--- src/rtl/mvm_uart_pkg.sv ---
// Shared configuration for the UART matrix-vector multiplier: base parameters,
// derived bus widths and the RX/TX state encodings.
package mvm_uart_pkg;

  localparam int CLOCKS_PER_PULSE = 4;
  localparam int BITS_PER_WORD    = 8;
  localparam int PACKET_SIZE_TX   = BITS_PER_WORD + 5;
  localparam int R                = 1;
  localparam int C                = 1;
  localparam int W_X              = 8;
  localparam int W_K              = 8;
  localparam int W_Y_OUT          = 32;
  localparam int FIFO_DEPTH       = 16;

  localparam int W_Y        = W_X + W_K + $clog2(C);
  localparam int W_BUS_KX   = R*C*W_K + C*W_X;
  localparam int W_BUS_Y    = R*W_Y_OUT;
  localparam int N_WORDS_KX = W_BUS_KX / BITS_PER_WORD;
  localparam int N_WORDS_Y  = W_BUS_Y / BITS_PER_WORD;

  localparam int CW  = $clog2(CLOCKS_PER_PULSE);
  localparam int RBW = $clog2(BITS_PER_WORD);
  localparam int TBW = $clog2(PACKET_SIZE_TX);
  localparam int PW  = $clog2(FIFO_DEPTH);
  localparam int KCW = (N_WORDS_KX > 1) ? $clog2(N_WORDS_KX) : 1;
  localparam int YCW = (N_WORDS_Y > 1) ? $clog2(N_WORDS_Y) : 1;

  typedef enum logic [2:0] {RX_IDLE, RX_START, RX_DATA, RX_STOP, RX_WAIT} rx_state_e;
  typedef enum logic       {TX_IDLE, TX_SEND} tx_state_e;

endpackage

--- src/rtl/mvm_uart_if.sv ---
// Byte stream handshake: a one-cycle valid pulse qualifying a data word.
interface mvm_uart_if #(parameter int W = 8);
  logic         valid;
  logic [W-1:0] data;

  modport master (output valid, data);
  modport slave  (input  valid, data);
endinterface

--- src/rtl/uart_rx.sv ---
// UART byte receiver: double-flop synchroniser, mid-bit sampling, and a
// one-cycle valid pulse for every byte whose stop bit reads high.
module uart_rx
  import mvm_uart_pkg::*;
(
  input  logic       clk,
  input  logic       rstn,
  input  logic       rx,
  mvm_uart_if.master byte_if
);

  localparam logic [CW-1:0] HALF_M1 = CW'(CLOCKS_PER_PULSE/2 - 1);
  localparam logic [CW-1:0] FULL_M1 = CW'(CLOCKS_PER_PULSE - 1);

  rx_state_e               state_q, state_d;
  logic                    rx_meta_q, rx_sync_q;
  logic [CW-1:0]           cnt_q, cnt_d;
  logic [RBW-1:0]          bit_q, bit_d;
  logic [BITS_PER_WORD-1:0] shift_q, shift_d, data_q, data_d;
  logic                    valid_q, valid_d;

  always_comb begin
    state_d = state_q;
    cnt_d   = cnt_q;
    bit_d   = bit_q;
    shift_d = shift_q;
    data_d  = data_q;
    valid_d = 1'b0;
    case (state_q)
      RX_IDLE: begin
        cnt_d = '0;
        bit_d = '0;
        if (!rx_sync_q) state_d = RX_START;
      end
      // A start bit must still be low half a bit later, else it was a glitch.
      RX_START: begin
        if (cnt_q == HALF_M1) begin
          cnt_d   = '0;
          state_d = rx_sync_q ? RX_IDLE : RX_DATA;
        end else begin
          cnt_d = cnt_q + CW'(1);
        end
      end
      RX_DATA: begin
        if (cnt_q == FULL_M1) begin
          cnt_d   = '0;
          shift_d = {rx_sync_q, shift_q[BITS_PER_WORD-1:1]};
          if (bit_q == RBW'(BITS_PER_WORD - 1)) state_d = RX_STOP;
          else                                  bit_d   = bit_q + RBW'(1);
        end else begin
          cnt_d = cnt_q + CW'(1);
        end
      end
      RX_STOP: begin
        if (cnt_q == FULL_M1) begin
          cnt_d = '0;
          if (rx_sync_q) begin
            valid_d = 1'b1;
            data_d  = shift_q;
            state_d = RX_IDLE;
          end else begin
            state_d = RX_WAIT;
          end
        end else begin
          cnt_d = cnt_q + CW'(1);
        end
      end
      // After a framing error, wait for the line to recover before hunting again.
      RX_WAIT: if (rx_sync_q) state_d = RX_IDLE;
      default: state_d = RX_IDLE;
    endcase
  end

  always_ff @(posedge clk or negedge rstn) begin
    if (!rstn) begin
      rx_meta_q <= 1'b1;
      rx_sync_q <= 1'b1;
      state_q   <= RX_IDLE;
      cnt_q     <= '0;
      bit_q     <= '0;
      shift_q   <= '0;
      data_q    <= '0;
      valid_q   <= 1'b0;
    end else begin
      rx_meta_q <= rx;
      rx_sync_q <= rx_meta_q;
      state_q   <= state_d;
      cnt_q     <= cnt_d;
      bit_q     <= bit_d;
      shift_q   <= shift_d;
      data_q    <= data_d;
      valid_q   <= valid_d;
    end
  end

  assign byte_if.valid = valid_q;
  assign byte_if.data  = data_q;

endmodule

--- src/rtl/mvm_uart_system.sv ---
// UART-attached signed matrix-vector multiplier: assembles K and X from rx bytes,
// queues Y = K*X in a result FIFO and serialises each result on tx.
module mvm_uart_system
  import mvm_uart_pkg::*;
(
  input  logic clk,
  input  logic rstn,
  input  logic rx,
  output logic tx
);

  mvm_uart_if #(.W(BITS_PER_WORD)) rx_byte_if ();

  uart_rx u_uart_rx (
    .clk     (clk),
    .rstn    (rstn),
    .rx      (rx),
    .byte_if (rx_byte_if)
  );

  logic [W_BUS_KX-1:0]      kx_q, kx_d;
  logic [KCW-1:0]           word_cnt_q, word_cnt_d;
  logic                     compute_q, compute_d;
  logic signed [W_K-1:0]    kv;
  logic signed [W_X-1:0]    xv;
  logic signed [W_Y-1:0]    prod, acc;
  logic [W_BUS_Y-1:0]       y_bus;

  logic [W_BUS_Y-1:0]       mem_q [FIFO_DEPTH];
  logic [PW-1:0]            wr_ptr_q, rd_ptr_q;
  logic [PW:0]              count_q;
  logic                     fifo_full, fifo_empty, push, pop;

  tx_state_e                tx_state_q, tx_state_d;
  logic [CW-1:0]            tx_cnt_q, tx_cnt_d;
  logic [TBW-1:0]           tx_bit_q, tx_bit_d, next_bit;
  logic [YCW-1:0]           tx_word_q, tx_word_d;
  logic [W_BUS_Y-1:0]       tx_shift_q, tx_shift_d;
  logic                     tx_q, tx_d;

  always_comb begin
    kx_d       = kx_q;
    word_cnt_d = word_cnt_q;
    compute_d  = 1'b0;
    if (rx_byte_if.valid) begin
      kx_d[word_cnt_q*BITS_PER_WORD +: BITS_PER_WORD] = rx_byte_if.data;
      if (word_cnt_q == KCW'(N_WORDS_KX - 1)) begin
        word_cnt_d = '0;
        compute_d  = 1'b1;
      end else begin
        word_cnt_d = word_cnt_q + KCW'(1);
      end
    end
  end

  // Full-precision signed dot product per row, then sign-extended into the Y bus.
  always_comb begin
    y_bus = '0;
    acc   = '0;
    prod  = '0;
    kv    = '0;
    xv    = '0;
    for (int r = 0; r < R; r++) begin
      acc = '0;
      for (int c = 0; c < C; c++) begin
        kv   = kx_q[C*W_X + (r*C + c)*W_K +: W_K];
        xv   = kx_q[c*W_X +: W_X];
        prod = W_Y'(kv) * W_Y'(xv);
        acc  = acc + prod;
      end
      y_bus[r*W_Y_OUT +: W_Y_OUT] = W_Y_OUT'(acc);
    end
  end

  assign fifo_full  = (count_q == (PW+1)'(FIFO_DEPTH));
  assign fifo_empty = (count_q == '0);
  assign push       = compute_q && (!fifo_full || pop);

  function automatic logic frame_bit(input logic [BITS_PER_WORD-1:0] b,
                                     input logic [TBW-1:0] idx);
    if (idx == '0) return 1'b0;
    if (int'(idx) <= BITS_PER_WORD) return b[idx - TBW'(1)];
    return 1'b1;
  endfunction

  always_comb begin
    tx_state_d = tx_state_q;
    tx_cnt_d   = tx_cnt_q;
    tx_bit_d   = tx_bit_q;
    tx_word_d  = tx_word_q;
    tx_shift_d = tx_shift_q;
    tx_d       = tx_q;
    pop        = 1'b0;
    next_bit   = tx_bit_q + TBW'(1);
    case (tx_state_q)
      TX_IDLE: begin
        tx_d = 1'b1;
        if (!fifo_empty) begin
          pop        = 1'b1;
          tx_shift_d = mem_q[rd_ptr_q];
          tx_cnt_d   = '0;
          tx_bit_d   = '0;
          tx_word_d  = '0;
          tx_state_d = TX_SEND;
          tx_d       = 1'b0;
        end
      end
      // The next result is chained straight after the last stop bit when available.
      TX_SEND: begin
        if (tx_cnt_q == CW'(CLOCKS_PER_PULSE - 1)) begin
          tx_cnt_d = '0;
          if (tx_bit_q == TBW'(PACKET_SIZE_TX - 1)) begin
            tx_bit_d = '0;
            if (tx_word_q != YCW'(N_WORDS_Y - 1)) begin
              tx_word_d  = tx_word_q + YCW'(1);
              tx_shift_d = tx_shift_q >> BITS_PER_WORD;
              tx_d       = 1'b0;
            end else if (!fifo_empty) begin
              pop        = 1'b1;
              tx_shift_d = mem_q[rd_ptr_q];
              tx_word_d  = '0;
              tx_d       = 1'b0;
            end else begin
              tx_state_d = TX_IDLE;
              tx_d       = 1'b1;
            end
          end else begin
            tx_bit_d = next_bit;
            tx_d     = frame_bit(tx_shift_q[BITS_PER_WORD-1:0], next_bit);
          end
        end else begin
          tx_cnt_d = tx_cnt_q + CW'(1);
        end
      end
      default: tx_state_d = TX_IDLE;
    endcase
  end

  // Reset leaves one zero result queued so the host always sees an initial frame.
  always_ff @(posedge clk or negedge rstn) begin
    if (!rstn) begin
      for (int i = 0; i < FIFO_DEPTH; i++) mem_q[i] <= '0;
      wr_ptr_q   <= PW'(1);
      rd_ptr_q   <= '0;
      count_q    <= (PW+1)'(1);
      kx_q       <= '0;
      word_cnt_q <= '0;
      compute_q  <= 1'b0;
      tx_state_q <= TX_IDLE;
      tx_cnt_q   <= '0;
      tx_bit_q   <= '0;
      tx_word_q  <= '0;
      tx_shift_q <= '0;
      tx_q       <= 1'b1;
    end else begin
      if (push) begin
        mem_q[wr_ptr_q] <= y_bus;
        wr_ptr_q        <= wr_ptr_q + PW'(1);
      end
      if (pop) rd_ptr_q <= rd_ptr_q + PW'(1);
      count_q    <= count_q + (PW+1)'(push) - (PW+1)'(pop);
      kx_q       <= kx_d;
      word_cnt_q <= word_cnt_d;
      compute_q  <= compute_d;
      tx_state_q <= tx_state_d;
      tx_cnt_q   <= tx_cnt_d;
      tx_bit_q   <= tx_bit_d;
      tx_word_q  <= tx_word_d;
      tx_shift_q <= tx_shift_d;
      tx_q       <= tx_d;
    end
  end

  assign tx = tx_q;

endmodule

--- config.mk ---
export PLATFORM = sky130hd
export DESIGN_NAME = mvm_uart_system
export DESIGN_NICKNAME = d
export VERILOG_FILES = /design/src/rtl/mvm_uart_pkg.sv /design/src/rtl/mvm_uart_if.sv /design/src/rtl/uart_rx.sv /design/src/rtl/mvm_uart_system.sv
export SDC_FILE = /design/constraint.sdc
export NUM_CORES = 1
export LEC_CHECK = 0
export BUFFER_PORTS_ARGS = -buffer_cell sky130_fd_sc_hd__buf_4
export CAP_MARGIN = 20
export CORE_ASPECT_RATIO = 0.5
export CORE_MARGIN = 10
export CORE_UTILIZATION = 38
export DETAILED_ROUTE_END_ITERATION = 8
export SETUP_SLACK_MARGIN = 0.1
export SLEW_MARGIN = 20
export SYNTH_ARGS = -nofsm -noshare
export SYNTH_HDL_FRONTEND = slang
export SYNTH_HIERARCHICAL = 1
export SYNTH_SLANG_ARGS = --single-unit
export TNS_END_PERCENT = 10
--- constraint.sdc ---
create_clock -name clk -period 7.9 [get_ports clk]
set_clock_uncertainty 0.2 [all_clocks]
set_input_delay 1.58 -clock clk [delete_from_list [all_inputs] [get_ports clk]]
set_output_delay 1.58 -clock clk [all_outputs]
set_load 0.05 [all_outputs]
==> results of run 1 <==
==> worst paths after layout <==
| check | slack (ns) | cells past startpoint | to |
|---|---|---|---|
| max | 2.51 | 11 | mem_q[332]$_DFFE_PN0P_ |
| min | 0.16 | 0 | u_uart_rx/rx_sync_q$_DFF_PN1_ |
| max reg2reg | 2.51 | 11 | mem_q[332]$_DFFE_PN0P_ |
| min reg2reg | 0.16 | 0 | u_uart_rx/rx_sync_q$_DFF_PN1_ |
| max in group asynchronous | 4.99 | 2 | rd_ptr_q[0]$_DFFE_PN0P_ |
| min in group asynchronous | 0.90 | 1 | u_uart_rx/cnt_q[0]$_DFFE_PN0P_ |
==> cells in the mapped netlist, drive strengths merged, types with 2 or more instances <==
library cell and n:
dfrtp 351, nand2 228, mux2 132, o21ai 126, inv 97, mux4 83, clkbuf 63, fa 56
ha 49, nor2 49, o31ai 49, and2 39, buf 34, a21oi 18, o22ai 17, xnor2 17
nand3 16, nand4 13, nor2b 11, o221a 9, and3 8, nand2b 8, xor2 8, dfstp 5
a21o 4, o2111ai 3, a211oi 2, a22o 2, and4b 2, nor3 2, nor3b 2, nor4bb 2
==> cell usage in the layout (no fill, tap or decap), drive strengths merged, types with 2 or more instances in the layout <==
cell,instances
clkinv,6
a21o,4
dfrtp,351
fa,56
o31ai,49
clkbuf,48
dfstp,5
a21oi,18
o21ai,126
a22o,2
a211oi,2
nand2b,8
inv,100
nand2,228
nor3b,2
ha,49
and4b,2
clkinvlp,3
xnor2,17
nor3,2
mux2,132
o221a,9
and3,8
o2111ai,3
nor2b,11
nor2,49
o22ai,17
nand4,13
mux4,83
and2,39
xor2,8
nor4bb,2
buf,19
nand3,16
==> flip-flops by register name, summed over array words and instances, names as in the netlist, 5 cells and up <==
name,cells
tx_shift_q,32
u_uart_rx/shift_q,8
count_q,5
u_uart_rx/byte_if.data,8
kx_q,16
mem_q,256
==> worst max-delay path: stages (launching register included) <==
cell      delay (ns)
dfrtp_1         0.48
nand2_1         0.20
fa_1            0.72
fa_1            0.51
fa_1            0.52
fa_1            0.55
inv_1           0.04
ha_1            0.39
a21oi_1         0.34
mux2_2          0.39
a211oi_2        0.69
mux2_2          0.30
==> area by class of cell <==
| type | instances | area, sq um |
|---|---|---|
| clock inverter | 13 | 122.6 |
| sequential | 356 | 8920 |
| inverter | 97 | 364.1 |
| multi-input combinational | 970 | 8681 |
| tap | 638 | 798.3 |
| timing repair buffer | 19 | 182.7 |
| fill | 4410 | 27220 |
| clock buffer | 48 | 1006 |
==> metal layers <==
| metal | up-vias | GRT usage (%) | wire length [microns] |
|---|---|---|---|
| met5 | - | 0 | 0 |
| li1 | 5206 | - | - |
| met1 | 5731 | 20.30 | 19780 |
| met3 | 48 | 1.973 | 1077 |
| met4 | 0 | 3.189 | 648 |
| met2 | 128 | 21.94 | 18060 |
==> cell families (layout without fill, tap and decap cells) <==
group / count (synthesis) / after routing / share of synthesized area [%]
buffers and inverters: 194 / 177 / 4.412
multiplexers: 215 / 215 / 18.28
AO/OA/AOI/OAI: 238 / 238 / 7.926
flip-flops: 356 / 356 / 48.52
XOR/XNOR: 25 / 25 / 1.192
adder cells (fa/ha/maj): 106 / 106 / 9.492
AND/OR/NAND/NOR: 386 / 386 / 10.18
==> power breakdown <==
| part | total (mW) | leakage (nW) | switching, mW | internal (mW) |
|---|---|---|---|---|
| combinational | 0.810 | 3.72 | 0.416 | 0.393 |
| clock | 1.68 | 0.550 | 0.747 | 0.936 |
| sequential | 2.16 | 4.86 | 0.190 | 1.97 |
==> per-stage QoR <==
| stage | worst slack, ns | area (sq um) | power (mW) | util, % |
|---|---|---|---|---|
| after global routing | 2.127 | 20070 | 4.910 | 42.44 |
| after detailed placement | 2.445 | 18900 | 3.025 | 39.96 |
| after global placement | 2.542 | 18900 | 3.004 | 39.96 |
| final | 2.509 | 20070 | 4.650 | 42.44 |
| after CTS | 2.417 | 20030 | 4.721 | 42.35 |
| after floorplan | 3.024 | 18380 | 2.802 | - |
==> impl_metrics.py, run 1 <==
metrics = {
    "global_route": {
        "grt_pass1_vias": 11540,
        "grt_usage_pct": 13.99,
        "grt_max_degree": 173,
        "grt.overflow.total": 0,
        "grt_first_pass_wirelength_mm": 65.45,
        "antenna_found_initial": 0,
    },
    "logic_synthesis": {
        "syn-instance-count": 1520,
        "synth_nets": 1628,
        "synth_area_sq_um": 18380,
        "synth_warnings": 6,
        "synthTopCellsByArea": "dfrtp_1 48%, mux4_2 10%, mux2_2 8.1%",
        "ys_types": 60,
        "yosysTopAreaCell": "dfrtp_1",
        "synth-seq-cells": 356,
        "synth_top_area_share_pct": 47.80,
        "yosysSeqAreaShare_pct": 48.52,
        "synth_flop_cell": "dfrtp_1",
        "synthArstFlopShare_pct": 100.0,
        "synth_edf_count": 0,
        "synth.avg_cell_area_sq_um": 12.09,
    },
    "floorplanning": {
        "die_h_microns": 175.5,
        "io_pins": 4,
        "dieArea_sq_um": 58080,
        "die_w_microns": 331.0,
        "initial_core_util_pct": 38.85,
        "num_rows": 56,
        "core_sq_um": 47300,
    },
    "route": {
        "first_pass_iters": 5,
        "vias": 11110,
        "drt_iter0_markers": 787,
        "vias_per_cell": 5.191,
        "drcViolationCount": 0,
        "routed_wl_mm": 39.57,
        "drtAntennaViolNets": 0,
        "wl_per_cell_microns": 18.48,
    },
    "min_path": {
        "min_from": "u_uart_rx/rx_meta_q$_DFF_PN1_",
        "hp-class": "flop to flop",
    },
    "clock_tree": {
        "clk_path_buf_depth": 3,
        "hold_buffers": 0,
        "cts_sinks": 356,
        "path_clk_slew_ns": 0.07,
        "clockRootBuffer": "clkbuf_16",
        "clk_latency_ns": 0.54,
        "ctsHtreeMaxLevel": 2,
        "cts.repair.resized": 0,
        "postCtsSetupRepairBufs": 0,
        "cts_buffers": 36,
        "cts_tree": "yes",
    },
    "timing": {
        "clock.fmax_ghz": 0.1855,
        "worst_pin_slew_ns": 1.106,
        "hold_slack_ns": 0.1553,
        "rsz0062_at_grt": "false",
        "slew_violations": 0,
        "finalSetupTns_ns": 0,
        "hold_viol": 0,
        "min_period_over_period_pct": 68.24,
        "finalSetupViolations": 0,
        "period_needed_ns": 5.391,
        "max_slew_margin_pct": 26.12,
    },
    "power_and_ir_drop": {
        "ir_worst_vdd_mv": 0.1584,
        "p_leak_nw": 9.132,
        "powerDensity_nw_per_um2": 231.6,
    },
    "critical_path": {
        "worstSetupEndpointType": "flop",
        "worstPathArrival_ns": 5.66,
        "crit_start": "kx_q[2]$_DFFE_PN0P_",
        "crit_type": "flop to flop",
        "cp_max_fo": 16,
        "startpoint_type": "flop",
        "cp.required_ns": 8.17,
        "r2r-start": "kx_q[2]$_DFFE_PN0P_",
    },
    "placed_design": {
        "hpwl_mm": 23.97,
        "port-buffer-count": 3,
        "gp_congestion": 0.7671,
        "dp.cells": 2079,
    },
    "status": {
        "outcome": "finished, final reports clean",
    },
    "cells_and_area": {
        "final_cells": 2141,
        "areaGrowthSynthToFinish_pct": 9.247,
        "drive_gt1_share_pct": 22.22,
        "nets": 1588,
        "diodes": 0,
    },
    "run": {
        "maxCapViolations": 0,
    },
}
Power figures use the tool's default switching activity.
==> run 2: changes to the inputs <==
- clock period: 7.9 -> 4.4 ns (I/O delays scaled with it)
==> run 2 against run 1 <==
Compared with the run above:
- the run now ends with setup timing left
- cell count up 5.0%
- maximum frequency up 16%
- combinational power up 110%
- sequential share of layout area down 4.0 points
- power up 87%
- non-clock buffer count up 106
- register-to-register slack worse by 2.7 ns
- core utilization up 4.2 points
- largest cell class is now multi-input combinational cells
- largest power group unchanged
==> impl_metrics.py, run 2 (same netlist as run 1, synthesis figures left out) <==
metrics = {
    "status": {
        "outcome": "complete, but fails checks",
        "violations": "setup timing",
    },
    "power_and_ir_drop": {
        "ir_worst_vdd_mv": 0.3294,
        "p_leak_nw": 9.882,
        "powerDensity_nw_per_um2": 392.8,
        "power.total_mw": 8.672,
    },
    "global_route": {
        "grt_usage_pct": 14.61,
        "grt_first_pass_wirelength_mm": 68.29,
        "grt_use_met1_pct": 20.65,
        "grt_max_degree": 85,
        "antenna_found_initial": 0,
        "grt_most_used_layer": "met2",
        "met3_usage_pct": 2.578,
        "grt_pass1_vias": 12000,
        "grt.overflow.total": 0,
        "grt_use_met2_pct": 23.13,
    },
    "timing": {
        "max_slew_margin_pct": 28.33,
        "clock.fmax_ghz": 0.2159,
        "rsz0062_at_grt": "true",
        "slew_violations": 0,
        "worst_pin_slew_ns": 1.075,
        "hold_viol": 0,
        "finalSetupViolations": 112,
        "min_period_over_period_pct": 105.3,
        "period_needed_ns": 4.633,
        "layout_setup_ws_ns": -0.2328,
    },
    "clock_tree": {
        "clk_latency_ns": 0.54,
        "path_clk_slew_ns": 0.07,
        "clockRootBuffer": "clkbuf_16",
        "cts_tree": "yes",
        "ctsHtreeMaxLevel": 2,
        "cts_buffers": 35,
        "hold_buffers": 0,
        "clk_path_buf_depth": 3,
        "cts_sinks": 356,
    },
    "cells_and_area": {
        "areaGrowthSynthToFinish_pct": 20.14,
        "final_cell_mix": "338 x dfrtp_1, 221 x nand2_1, 131 x mux2_2, 92 x o21ai_0, 82 x mux4_2",
        "largest_reg_flops": 256,
        "layout_commonest_cell": "dfrtp_1",
        "multi_input_area_sq_um": 9489,
        "nets": 1693,
        "drive_gt1_share_pct": 35.28,
        "largest_registers": "mem_q (256), tx_shift_q (32), kx_q (16)",
        "diodes": 0,
        "regArea_sq_um": 8934,
        "regMostFlops": "mem_q",
        "fillerInstances": 4191,
    },
    "critical_path": {
        "startpoint_type": "flop",
        "worstPathArrival_ns": 4.83,
        "cp_max_fo": 8,
        "crit_top_cell": "fa_1",
        "crit_slowest_cell": "fa_1",
        "cp_cell_sequence": "and2_4, fa_1, fa_1, fa_1, inv_2, fa_1, inv_2, ha_4, a21o_1, a21oi_1, buf_4, nand2_2, buf_4, xnor2_4, clkbuf_16, o21ai_0",
        "worstSetupEndpointType": "flop",
        "crit_type": "flop to flop",
        "crit_buf_inv": 5,
        "critPathTopFamily": "adder cells",
        "cp.required_ns": 4.60,
        "max_stage_delay_ns": 0.55,
    },
    "route": {
        "drt_iter0_markers": 781,
        "drtAntennaViolNets": 0,
        "wl_per_cell_microns": 18.76,
        "routed_wl_mm": 42.16,
        "drcViolationCount": 0,
        "first_pass_iters": 4,
        "vias": 11620,
        "vias_per_cell": 5.170,
    },
    "placed_design": {
        "place_worst_setup_slack_ns": -0.5444,
        "hpwl_mm": 25.40,
        "port-buffer-count": 3,
        "gp_congestion": 0.7504,
    },
    "run": {
        "maxCapViolations": 0,
    },
    "floorplanning": {
        "num_rows": 56,
        "io_pins": 4,
        "dieArea_sq_um": 58080,
        "initial_core_util_pct": 38.85,
        "die_w_microns": 331.0,
        "core_sq_um": 47300,
        "die_h_microns": 175.5,
    },
    "min_path": {
        "hp-class": "input port to async pin",
    },
}
==> run 2: cell count changes in the layout (fill, tap and decap cells not counted), moves of 15 or more <==
cell     before  now
inv_2         0   16
buf_6         0   23
o31ai_2       0   23
o31ai_4       0   16
o21ai_0     126   92
buf_4        16   80
inv_1        97   81
o21ai_1       0   32
o31ai_1      49   10
buf_12        1   16
==> run 2: per-layer routing <==
layer  part of all wire [%]  wire length, microns
met4                    1.8                   778
met3                    4.5                  1887
met5                      0                     0
met1                     47                 19960
met2                     46                 19530
==> run 2: through the flow <==
| stage | cell area [sq um] | utilization, % | hold WS [ns] | std cells | TNS (ns) |
|---|---|---|---|---|---|
| 4_1_cts | 21600 | 45.67 | 0.1565 | 2232 | -17.96 |
| 5_1_grt | 22080 | 46.68 | 0.1640 | 2248 | -35.63 |
| 3_5_place_dp | 19710 | 41.68 | 0.1472 | 2148 | -41.28 |
| 6_report | 22080 | 46.68 | 0.1488 | 2248 | -14.88 |
| 2_1_floorplan | 18640 | - | 0.1452 | 1520 | -2.253 |
| 3_3_place_gp | 19710 | 41.68 | 0.1492 | 2148 | -30.96 |
==> run 2: where the power goes <==
part	switching (mW)	leakage, nW	total (mW)	internal [mW]
Sequential	0.363	4.84	3.90	3.53
Combinational	0.808	4.46	1.68	0.869
Clock	1.33	0.577	3.10	1.77
Total	2.50	9.88	8.67	6.17
==> run 2: final cells by class <==
type | count | share of cell area (%)
repair buffers | 125 | 5.991
clock buffers | 48 | 4.506
multi-input cells | 970 | 42.98
well taps | 638 | 3.616
flip-flops and latches | 356 | 40.47
clock inverters | 14 | 0.7878
inverters | 97 | 1.649
==> run 2: timing repair <==
action,CTS,global route
setup endpoints to repair,112,144
buffers inserted,19,15
resized for setup,115,87
pin swaps,60,44
cloned,3,2
==> run 2: path summary, 6_finish.rpt <==
check / depth (start not counted) / startpoint / to / slack (ns)
worst min register to register: 0 / u_uart_rx/rx_meta_q$_DFF_PN1_ / u_uart_rx/rx_sync_q$_DFF_PN1_ / 0.16
worst max register to register: 16 / kx_q[11]$_DFFE_PN0P_ / mem_q[202]$_DFFE_PN0P_ / -0.23
max in group asynchronous: 2 / rstn / tx$_DFFE_PN1P_ / 2.91
worst max-delay path: 16 / kx_q[11]$_DFFE_PN0P_ / mem_q[202]$_DFFE_PN0P_ / -0.23
min in group clk: 0 / u_uart_rx/rx_meta_q$_DFF_PN1_ / u_uart_rx/rx_sync_q$_DFF_PN1_ / 0.16
worst min-delay path: 1 / rstn / u_uart_rx/byte_if.data[1]$_DFFE_PN0P_ / 0.15
==> run 3: changes to the inputs <==
- SYNTH_HIERARCHICAL: 1 -> default
==> run 3 against run 2 <==
Compared with the run above:
- the run still ends with setup timing left
- via count is 0.54% higher
- cell count is 2.1% higher
- core utilization is 2.6 points lower
- sequential share of layout area is 2.5 points higher
- flip-flop and latch count stayed put
- die area is 0.42% lower
- sequential power is 2% lower
- largest cell class is now flip-flops and latches
==> impl_metrics.py, run 3 <==
metrics = {
    "clock_tree": {
        "cts_buffers": 34,
        "ctsHtreeMaxLevel": 2,
        "path_clk_slew_ns": 0.06,
        "cts_tree": "yes",
        "clk_path_buf_depth": 3,
        "cts_sinks": 356,
        "clockRootBuffer": "clkbuf_16",
        "clk_latency_ns": 0.53,
    },
    "route": {
        "vias_per_cell": 5.092,
        "drt_iter0_markers": 723,
        "drcViolationCount": 0,
        "vias": 11690,
        "wl_per_cell_microns": 18.07,
        "drtAntennaViolNets": 0,
        "routed_wl_mm": 41.47,
        "first_pass_iters": 4,
    },
    "critical_path": {
        "r2r_end": "mem_q[334]$_DFFE_PN0P_",
        "crit_type": "flop to flop",
        "cp_max_fo": 16,
        "cp_cell_sequence": "nand2_1, fa_1, inv_1, fa_1, inv_1, fa_1, fa_1, inv_1, ha_1, nor2b_4, o31a_1, or4_4, nor4_4, a311oi_2, buf_6, mux2_4",
        "max_stage_delay_ns": 0.55,
        "worstPathArrival_ns": 5.01,
        "crit_top_cell": "fa_1",
        "cp.required_ns": 4.61,
        "worstSetupEndpointType": "flop",
        "crit_start": "kx_q[4]$_DFFE_PN0P_",
        "startpoint_type": "flop",
        "crit_slowest_cell": "fa_1",
        "r2r-start": "kx_q[4]$_DFFE_PN0P_",
        "r2r_slack_ns": -0.40,
        "worstRegToRegCells": 16,
    },
    "global_route": {
        "grt_usage_pct": 14.70,
        "grt_pass1_vias": 12080,
        "grt_first_pass_wirelength_mm": 68.19,
        "grt.overflow.total": 0,
        "antenna_found_initial": 1,
        "grt_max_degree": 109,
    },
    "placed_design": {
        "hpwl_mm": 27.36,
        "place_worst_setup_slack_ns": -0.4825,
        "post_dp_cell_area_sq_um": 19540,
        "gp_congestion": 0.7816,
        "port-buffer-count": 3,
    },
    "logic_synthesis": {
        "ys_types": 61,
        "synth_top_area_share_pct": 48.02,
        "synth_area_sq_um": 18290,
        "syn-instance-count": 1595,
        "synth-seq-cells": 356,
        "synth_warnings": 0,
        "yosysSeqAreaShare_pct": 48.74,
        "synthTopCellsByArea": "dfrtp_1 48%, mux4_2 10%, nand2_1 7.5%",
        "synth_flop_cell": "dfrtp_1",
        "yosysTopAreaCell": "dfrtp_1",
        "synth_nets": 1702,
        "synthTopCellsByCount": "364 x nand2_1, 351 x dfrtp_1, 122 x o21ai_0",
        "synth_edf_count": 0,
        "synthArstFlopShare_pct": 100.0,
        "synth_most_common_cell": "nand2_1",
        "synth.avg_cell_area_sq_um": 11.47,
    },
    "floorplanning": {
        "initial_core_util_pct": 38.73,
        "die_h_microns": 175.1,
        "dieArea_sq_um": 57840,
        "io_pins": 4,
        "core_sq_um": 47230,
        "die_w_microns": 330.3,
        "num_rows": 56,
    },
    "status": {
        "outcome": "complete, but fails checks",
        "violations": "setup timing",
    },
    "cells_and_area": {
        "regMostFlops": "mem_q",
        "diodes": 0,
        "largest_reg_flops": 256,
        "layout_commonest_cell": "nand2_1",
        "final_cell_mix": "361 x nand2_1, 342 x dfrtp_1, 103 x mux2_2, 92 x o21ai_0, 89 x inv_1",
        "drive_gt1_share_pct": 24.74,
        "areaGrowthSynthToFinish_pct": 13.70,
        "fin_util_pct": 44.03,
        "finalInstanceArea_sq_um": 20790,
        "largest_registers": "mem_q (256), tx_shift_q (32), kx_q (16)",
        "nets": 1741,
    },
    "timing": {
        "finalSetupViolations": 96,
        "hold_viol": 0,
        "max_slew_margin_pct": 40.14,
        "clock.fmax_ghz": 0.2085,
        "rsz0062_at_grt": "true",
        "slew_violations": 0,
        "worst_pin_slew_ns": 0.8978,
        "finalSetupTns_ns": -21.70,
        "period_needed_ns": 4.797,
        "layout_setup_ws_ns": -0.3968,
        "min_period_over_period_pct": 109.0,
    },
    "power_and_ir_drop": {
        "power.total_mw": 8.283,
        "p_leak_nw": 9.853,
        "powerDensity_nw_per_um2": 398.3,
        "ir_worst_vdd_mv": 0.2239,
    },
    "min_path": {
        "min_from": "u_uart_rx.rx_meta_q$_DFF_PN1_",
        "hold_depth": 0,
        "hp-class": "flop to flop",
        "holdPathEnd": "u_uart_rx.rx_sync_q$_DFF_PN1_",
    },
    "run": {
        "maxCapViolations": 0,
    },
}
==> run 3: worst max-delay path: cells and delay by family (launching register included) <==
family / cells / cell delay, ns
AO/OA/AOI/OAI: 2 / 0.33
buffers and inverters: 4 / 0.39
adder cells (fa/ha/maj): 5 / 2.13
multiplexers: 1 / 0.26
flip-flops: 1 / 0.43
AND/OR/NAND/NOR: 4 / 0.94
==> run 3: kinds of logic after synthesis <==
kind of cell	Yosys count	synth area share, %
and+or+nand+nor	526	12.42
DFF	356	48.74
muxes	199	17.46
AOI/OAI and AO/OA	194	6.390
buffers and inverters	189	4.241
adders and majority gates	105	9.468
xor gates and xnor gates	26	1.286
==> run 3: timing repair <==
| item | CTS | global route |
|---|---|---|
| pin swaps | 11 | 4 |
| setup endpoints to repair | 117 | 138 |
| setup buffers | 2 | 0 |
| gates cloned | 1 | 0 |
| hold buffers | 0 | 0 |
| gates resized for setup | 38 | 37 |
==> run 3: per-stage QoR <==
stage          instances  hold WS, ns
2_1_floorplan       1595       0.1452
3_3_place_gp        2233       0.1482
3_5_place_dp        2233       0.1485
4_1_cts             2295       0.1572
5_1_grt             2295       0.1643
6_report            2295       0.1560
==> run 3: cell type report <==
cell class	instances	area, sq um
repair buffers	97	842.1
inverters	95	356.6
clock inverters	12	107.6
fillers	4410	26430
clock buffers	47	940.9
flip-flops and latches	356	8929
multi-input cells	1050	8821
well taps	638	798.3
==> run 3: worst max-delay path by stage <==
stage                              to
2_1_floorplan  mem_q[366]$_DFFE_PN0P_
3_3_place_gp   mem_q[302]$_DFFE_PN0P_
3_5_place_dp   mem_q[334]$_DFFE_PN0P_
4_1_cts        mem_q[334]$_DFFE_PN0P_
5_1_grt         mem_q[46]$_DFFE_PN0P_
6_report       mem_q[334]$_DFFE_PN0P_
==> run 3: power breakdown <==
part           switching [mW]  internal, mW  total, mW  leakage, nW
combinational           0.820         0.781       1.60         4.49
clock                    1.27          1.57       2.84        0.521
sequential              0.311          3.53       3.84         4.85
total                    2.40          5.88       8.28         9.85
==> run 3: metal layers <==
| layer | GRT usage [%] | up-vias | wire length (microns) |
|---|---|---|---|
| met4 | 3.128 | 2 | 683 |
| met5 | 0 | - | 13 |
| met2 | 23.02 | 199 | 18940 |
| li1 | - | 5498 | - |
| met3 | 3.076 | 63 | 2024 |
| met1 | 20.76 | 5924 | 19820 |
